File: src/rtl/isb_pkg.sv
// Shared types and default widths for the ISB training unit and its pair FIFO.
// Optional ISB_TU_PAIR_DEDUP_EN adds per-entry last-pair storage to the entry type.
package isb_pkg;

    localparam int PC_W       = 16;
    localparam int ADDR_W     = 16;
    localparam int TU_ENTRIES = 4;

    localparam logic [15:0] DROP_CNT_MAX = 16'hFFFF;

    typedef struct packed {
        logic [ADDR_W-1:0] prev;
        logic [ADDR_W-1:0] next;
    } tu_pair_t;

    typedef struct packed {
        logic                          valid;
        logic [PC_W-1:0]               tag;
        logic [ADDR_W-1:0]             last;
        logic [$clog2(TU_ENTRIES)-1:0] age;
`ifdef ISB_TU_PAIR_DEDUP_EN
        logic                          lp_valid;
        tu_pair_t                      last_pair;
`endif
    } tu_entry_t;

endpackage

File: src/rtl/isb_pair_fifo.sv
// Synchronous pair FIFO; a push into a full FIFO succeeds only when a pop happens on the same edge.
// Pointers carry one extra wrap bit so full and empty are told apart by the MSB.
module isb_pair_fifo
    import isb_pkg::*;
#(
    parameter int  DEPTH  = 4,
    parameter type pair_t = tu_pair_t,
    localparam int AW     = $clog2(DEPTH)
) (
    input  logic        clk,
    input  logic        reset,
    input  logic        push,
    input  logic        pop,
    input  pair_t       din,
    output pair_t       dout,
    output logic        full,
    output logic        empty,
    output logic [AW:0] count
);

    logic [AW:0] wptr;
    logic [AW:0] rptr;
    pair_t       mem [DEPTH];
    logic        do_push;
    logic        do_pop;

    assign empty   = (wptr == rptr);
    assign full    = (wptr[AW] != rptr[AW]) && (wptr[AW-1:0] == rptr[AW-1:0]);
    assign count   = wptr - rptr;
    assign do_pop  = pop && !empty;
    assign do_push = push && (!full || do_pop);
    assign dout    = empty ? '0 : mem[rptr[AW-1:0]];

    always_ff @(posedge clk) begin
        if (reset) begin
            wptr <= '0;
            rptr <= '0;
        end else begin
            if (do_push) wptr <= wptr + 1'b1;
            if (do_pop)  rptr <= rptr + 1'b1;
        end
    end

    // storage carries data only, so it is never cleared
    always_ff @(posedge clk) begin
        if (!reset && do_push) mem[wptr[AW-1:0]] <= din;
    end

endmodule

File: src/rtl/isb_training_unit.sv
// PC-localised ISB training unit: per-PC last-address table with age-counter LRU, emitting (prev, next) pairs into a FIFO.
// Define ISB_TU_PAIR_DEDUP_EN to suppress a pair identical to the last one its entry emitted.
module isb_training_unit
    import isb_pkg::*;
#(
    parameter int PC_W       = isb_pkg::PC_W,
    parameter int ADDR_W     = isb_pkg::ADDR_W,
    parameter int TU_ENTRIES = 4,
    parameter int Q_DEPTH    = 4
) (
    input  logic              clk,
    input  logic              reset,
    input  logic              v_in,
    input  logic [PC_W-1:0]   pc,
    input  logic [ADDR_W-1:0] addr,
    output logic              out_valid,
    input  logic              out_ready,
    output logic [ADDR_W-1:0] out_prev,
    output logic [ADDR_W-1:0] out_next,
    output logic [15:0]       drop_cnt,
    output logic              busy
);

    localparam int IDX_W = $clog2(TU_ENTRIES);
    localparam int CNT_W = $clog2(Q_DEPTH) + 1;
    localparam logic [IDX_W-1:0] AGE_MAX = IDX_W'(TU_ENTRIES - 1);

    typedef struct packed {
        logic [ADDR_W-1:0] prev;
        logic [ADDR_W-1:0] next;
    } pair_t;

    typedef struct packed {
        logic              valid;
        logic [PC_W-1:0]   tag;
        logic [ADDR_W-1:0] last;
        logic [IDX_W-1:0]  age;
`ifdef ISB_TU_PAIR_DEDUP_EN
        logic              lp_valid;
        pair_t             last_pair;
`endif
    } entry_t;

    entry_t           tbl [TU_ENTRIES];
    logic             hit;
    logic             free_found;
    logic [IDX_W-1:0] hit_idx;
    logic [IDX_W-1:0] free_idx;
    logic [IDX_W-1:0] lru_idx;
    logic [IDX_W-1:0] sel_idx;
    logic [IDX_W-1:0] acc_age;
    pair_t            new_pair;
    logic             pair_gen;
    logic             push_p0;
    logic             drop_p0;
    pair_t            head;
    logic             q_full;
    logic             q_empty;
    logic [CNT_W-1:0] q_count;

    // Invalid entries sit at the maximum age, so allocating one ages every valid entry
    // and the ages stay a permutation once the table is full.
    always_comb begin
        hit        = 1'b0;
        hit_idx    = '0;
        free_found = 1'b0;
        free_idx   = '0;
        lru_idx    = '0;
        for (int i = 0; i < TU_ENTRIES; i++) begin
            if (!hit && tbl[i].valid && (tbl[i].tag == pc)) begin
                hit     = 1'b1;
                hit_idx = IDX_W'(i);
            end
            if (!free_found && !tbl[i].valid) begin
                free_found = 1'b1;
                free_idx   = IDX_W'(i);
            end
            if (tbl[i].age == AGE_MAX) lru_idx = IDX_W'(i);
        end
    end

    assign sel_idx  = hit ? hit_idx : (free_found ? free_idx : lru_idx);
    assign acc_age  = tbl[sel_idx].age;
    assign new_pair = '{prev: tbl[hit_idx].last, next: addr};
    assign pair_gen = v_in && hit && (tbl[hit_idx].last != addr);

`ifdef ISB_TU_PAIR_DEDUP_EN
    assign push_p0 = pair_gen &&
                     !(tbl[hit_idx].lp_valid && (tbl[hit_idx].last_pair == new_pair));
`else
    assign push_p0 = pair_gen;
`endif

    assign drop_p0 = push_p0 && q_full && !out_ready;

    // stage p0 -> FIFO: table, LRU and pair push all commit on this edge
    always_ff @(posedge clk) begin
        if (reset) begin
            for (int i = 0; i < TU_ENTRIES; i++) begin
                tbl[i].valid <= 1'b0;
                tbl[i].age   <= AGE_MAX;
`ifdef ISB_TU_PAIR_DEDUP_EN
                tbl[i].lp_valid <= 1'b0;
`endif
            end
        end else if (v_in) begin
            for (int i = 0; i < TU_ENTRIES; i++) begin
                if (IDX_W'(i) == sel_idx) begin
                    tbl[i].age  <= '0;
                    tbl[i].last <= addr;
                    if (!hit) begin
                        tbl[i].valid <= 1'b1;
                        tbl[i].tag   <= pc;
`ifdef ISB_TU_PAIR_DEDUP_EN
                        tbl[i].lp_valid <= 1'b0;
                    end else if (push_p0) begin
                        tbl[i].lp_valid  <= 1'b1;
                        tbl[i].last_pair <= new_pair;
`endif
                    end
                end else if (tbl[i].age < acc_age) begin
                    tbl[i].age <= tbl[i].age + IDX_W'(1);
                end
            end
        end
    end

    always_ff @(posedge clk) begin
        if (reset) begin
            drop_cnt <= '0;
        end else if (drop_p0 && (drop_cnt != DROP_CNT_MAX)) begin
            drop_cnt <= drop_cnt + 16'd1;
        end
    end

    isb_pair_fifo #(
        .DEPTH  (Q_DEPTH),
        .pair_t (pair_t)
    ) u_fifo (
        .clk   (clk),
        .reset (reset),
        .push  (push_p0),
        .pop   (out_ready),
        .din   (new_pair),
        .dout  (head),
        .full  (q_full),
        .empty (q_empty),
        .count (q_count)
    );

    assign out_valid = !q_empty;
    assign out_prev  = head.prev;
    assign out_next  = head.next;
    assign busy      = (q_count != '0);

endmodule

File: config.mk
export PLATFORM = sky130hd
export DESIGN_NAME = isb_training_unit
export DESIGN_NICKNAME = d
export VERILOG_FILES = /design/src/rtl/isb_pkg.sv /design/src/rtl/isb_pair_fifo.sv /design/src/rtl/isb_training_unit.sv
export SDC_FILE = /design/constraint.sdc
export NUM_CORES = 1
export LEC_CHECK = 0
export ABC_AREA = 1
export CORE_ASPECT_RATIO = 1.25
export CORE_MARGIN = 1.5
export CORE_UTILIZATION = 40
export CTS_BUF_LIST = sky130_fd_sc_hd__clkbuf_16
export CTS_CLUSTER_DIAMETER = 150
export DETAILED_ROUTE_END_ITERATION = 7
export PLACE_DENSITY = 0.64
export SKIP_LAST_GASP = 1
export SLEW_MARGIN = 20
export SYNTH_ARGS = -nofsm -noshare
export SYNTH_HDL_FRONTEND = slang
export SYNTH_SLANG_ARGS = --single-unit
File: constraint.sdc
create_clock -name clk -period 4.7 [get_ports clk]
set_input_delay 0.47 -clock clk [delete_from_list [all_inputs] [get_ports clk]]
set_output_delay 0.47 -clock clk [all_outputs]
set_load 0.005 [all_outputs]
==> impl_metrics.json <==
{
  "status": "finished, final reports clean",
  "grtUsageTotal_pct": 20.1,
  "crit_family": "simple AND/OR/NAND/NOR gates",
  "place_area_um2": 15900,
  "fin_crit_sh_pct": 86.5,
  "io_buffer_count": 85,
  "synth_edf_count": 264,
  "row_count": 77,
  "ys_types": 49,
  "min_period_ns": 4.06,
  "fmax_ghz": 0.246,
  "hold_path.class": "flop to flop",
  "ios": 86,
  "relSlewSlack_pct": 48.6,
  "hold_slack_ns": 0.472,
  "cts_resized": 0,
  "layout_commonest_cell": "nor2_1",
  "critPathBufInv": 5,
  "end_kind": "flop",
  "worstPathMaxFanout": 33,
  "avgViaCountPerCell": 5.08,
  "layout_common_cells": "nor2_1 (292), nand2_1 (282), edfxtp_1 (264)",
  "hold_violations": 0,
  "cp-start-kind": "input port",
  "nNetsFinal": 1702,
  "drt-total-wl_um": 36900,
  "leakage_nw": 6.77,
  "numCtsBuffers": 30,
  "critPathSlowestCell": "clkdlybuf4s50_1",
  "htree_levels": 1,
  "clk_path_buf_depth": 3,
  "avgSynthCellArea_um2": 9.22,
  "place.gp.congestion": 0.952,
  "synth_seq_area_share_pct": 59.5,
  "cp.arrival_ns": 4.33,
  "fill_cells": 3336,
  "syn_inst": 1547,
  "num_antenna_cells": 0,
  "power.switching_mw": 1.52,
  "seq_power_share_pct": 47.6,
  "rsz0062_at_grt": "false",
  "async_flop_share_pct": 0,
  "drtIter0Drc": 760,
  "insertion_delay_ns": 0.58,
  "grt_first_pass_wirelength_um": 57200,
  "die_w_um": 172,
  "clockRootBuffer": "clkbuf_16",
  "drtAntennaViolNets": 0,
  "worstSetupPathType": "input port to flop",
  "sw_frac_of_total_pct": 24.4,
  "post_cts_buffers": 0,
  "finalSetupViolCount": 0,
  "clkPwrFrac_pct": 41.4,
  "tns_ns": 0,
  "dp_hpwl_um": 25400,
  "grt_max_degree": 65,
  "ys_ff_latch": 292,
  "skew_ns": 0.0196,
  "wl_per_cell_um": 17.1,
  "syn_area_um2": 14300,
  "cpPeakStageDelay_ns": 0.67,
  "final_cell_area_um2": 16900,
  "finalMaxSlewViolations": 0,
  "maxCapViolCount": 0,
  "path_common_cell": "nand2_1",
  "synth_nets": 1594,
  "critPathRequiredTime_ns": 4.97,
  "worstMarginPinSlew_ns": 0.770,
  "drive_above_1_share_pct": 8.58,
  "cts_tree": "yes",
  "syn2layout_area_growth_pct": 18.7,
  "drcViolationCount": 0,
  "grt_overflow": 0,
  "antenna_found_initial": 0,
  "grt_pass1_vias": 10614,
  "powerDensity_nw_per_um2": 369,
  "numClockSinks": 292,
  "ys.flop_type": "edfxtp_1",
  "holdBufCountCts": 0,
  "start_util_pct": 40.4,
  "ir_worst_vdd_mv": 0.290,
  "yosysWarnings": 0,
  "fp.coreArea_um2": 35300,
  "clkTransAtPathRegs_ns": 0.06,
  "die_area_um2": 36800,
  "internal-power_mw": 4.72,
  "drt_pass1_iterations": 6,
  "vias": 10941,
  "fp.dieH_um": 214,
  "combPwrFrac_pct": 11.0
}
-- cell usage after synthesis, types with 2 or more instances --
| library cell | count | area share (%) |
|---|---|---|
| edfxtp_1 | 264 | 56 |
| or2_2 | 7 | 0.31 |
| xnor2_1 | 4 | 0.25 |
| buf_1 | 6 | 0.16 |
| nor3_1 | 30 | 1.1 |
| nor4_1 | 11 | 0.48 |
| nand2_1 | 282 | 7.4 |
| a21oi_1 | 57 | 2.0 |
| buf_6 | 6 | 0.47 |
| clkinv_1 | 2 | 0.053 |
| nor2_2 | 3 | 0.13 |
| o2111ai_1 | 2 | 0.12 |
| ha_1 | 11 | 0.96 |
| nor3b_1 | 3 | 0.16 |
| nor2_4 | 3 | 0.24 |
| or2_1 | 3 | 0.13 |
| a211oi_1 | 3 | 0.16 |
| o21ai_0 | 99 | 3.5 |
| nand2_2 | 2 | 0.088 |
| nand4_1 | 26 | 1.1 |
| o21ai_1 | 3 | 0.11 |
| nand3_1 | 102 | 3.6 |
| o21ai_2 | 2 | 0.12 |
| buf_4 | 6 | 0.32 |
| xor2_1 | 17 | 1.0 |
| buf_2 | 6 | 0.21 |
| nand3b_1 | 24 | 1.3 |
| clkbuf_1 | 21 | 0.55 |
| inv_2 | 19 | 0.50 |
| nand2_4 | 5 | 0.39 |
| dfxtp_1 | 28 | 3.9 |
| nor2_1 | 297 | 7.8 |
| inv_1 | 174 | 4.6 |
| nand3_2 | 4 | 0.28 |
-- layout make-up --
class / instances / area [µm²] / area share (%)
multi-input combinational: 1013 / 4820 / 28.5
clock inverter: 26 / 324 / 1.91
timing repair buffer: 123 / 1220 / 7.23
sequential: 292 / 8490 / 50.1
tap: 474 / 593 / 3.50
clock buffer: 30 / 751 / 4.43
inverter: 195 / 732 / 4.32
-- sequential cells by signal (all words and copies together) (netlist names), named ones only --
register	cells
drop_cnt	16
tbl	140
u_fifo.mem	128
u_fifo.rptr	3
u_fifo.wptr	3
-- cells by family (layout without fill, tap and decap cells) --
group,Yosys count,in the layout,synth area share (%)
DFF,292,292,59.5
buffers and inverters,242,374,6.93
xor gates and xnor gates,21,21,1.29
and+or+nand+nor,807,807,24.9
AOI/OAI and AO/OA,174,174,6.45
adders and majority gates,11,11,0.965
-- power by group through the flow --
stage	Clock [mW]	Sequential [mW]	Combinational, mW
final	2.58	2.97	0.686
after global routing	2.72	2.98	0.769
after floorplan	0	3.01	0.410
after global placement	0	3.02	0.681
after CTS	2.63	2.97	0.693
after detailed placement	0	3.03	0.690
-- worst paths after layout --
| check | startpoint | endpoint | slack, ns | cells past startpoint |
|---|---|---|---|---|
| worst max register to register | tbl[0][20]$_DFFE_PP_ | u_fifo.mem[1][17]$_DFFE_PP_ | 0.95 | 22 |
| worst min-delay path | u_fifo.rptr[2]$_SDFFE_PP0P_ | u_fifo.rptr[2]$_SDFFE_PP0P_ | 0.47 | 2 |
| worst max-delay path | pc[8] | u_fifo.mem[1][17]$_DFFE_PP_ | 0.64 | 26 |
| worst min register to register | u_fifo.rptr[2]$_SDFFE_PP0P_ | u_fifo.rptr[2]$_SDFFE_PP0P_ | 0.47 | 2 |
-- worst reg2reg max path: cells and delay by family, from the launching register on --
family	cells	cell delay, ns
AND/OR/NAND/NOR	17	2.18
buffers and inverters	4	0.43
XOR/XNOR	1	0.39
flip-flops	1	0.38
-- through the flow --
| step | power, mW | std cells | util, % | worst slack, ns |
|---|---|---|---|---|
| after CTS | 6.29 | 2153 | 48.0 | 0.704 |
| after detailed placement | 3.72 | 2097 | 45.0 | 0.124 |
| after floorplan | 3.42 | 1547 | - | 0.450 |
| final | 6.24 | 2153 | 48.0 | 0.636 |
| after global placement | 3.70 | 2097 | 45.0 | 0.138 |
| after global routing | 6.47 | 2153 | 48.0 | 0.292 |
-- routing by layer --
| layer | wire length, µm | vias to the layer above | part of all wire (%) | track usage (%) |
|---|---|---|---|---|
| li1 | - | 5389 | - | - |
| met1 | 14700 | 5190 | 40 | 24.1 |
| met2 | 19400 | 293 | 53 | 36.7 |
| met3 | 1820 | 69 | 4.9 | 2.53 |
| met4 | 957 | 0 | 2.6 | 6.12 |
| met5 | 0 | - | 0 | 0 |
Note: power is estimated with default switching activity, not from simulation.
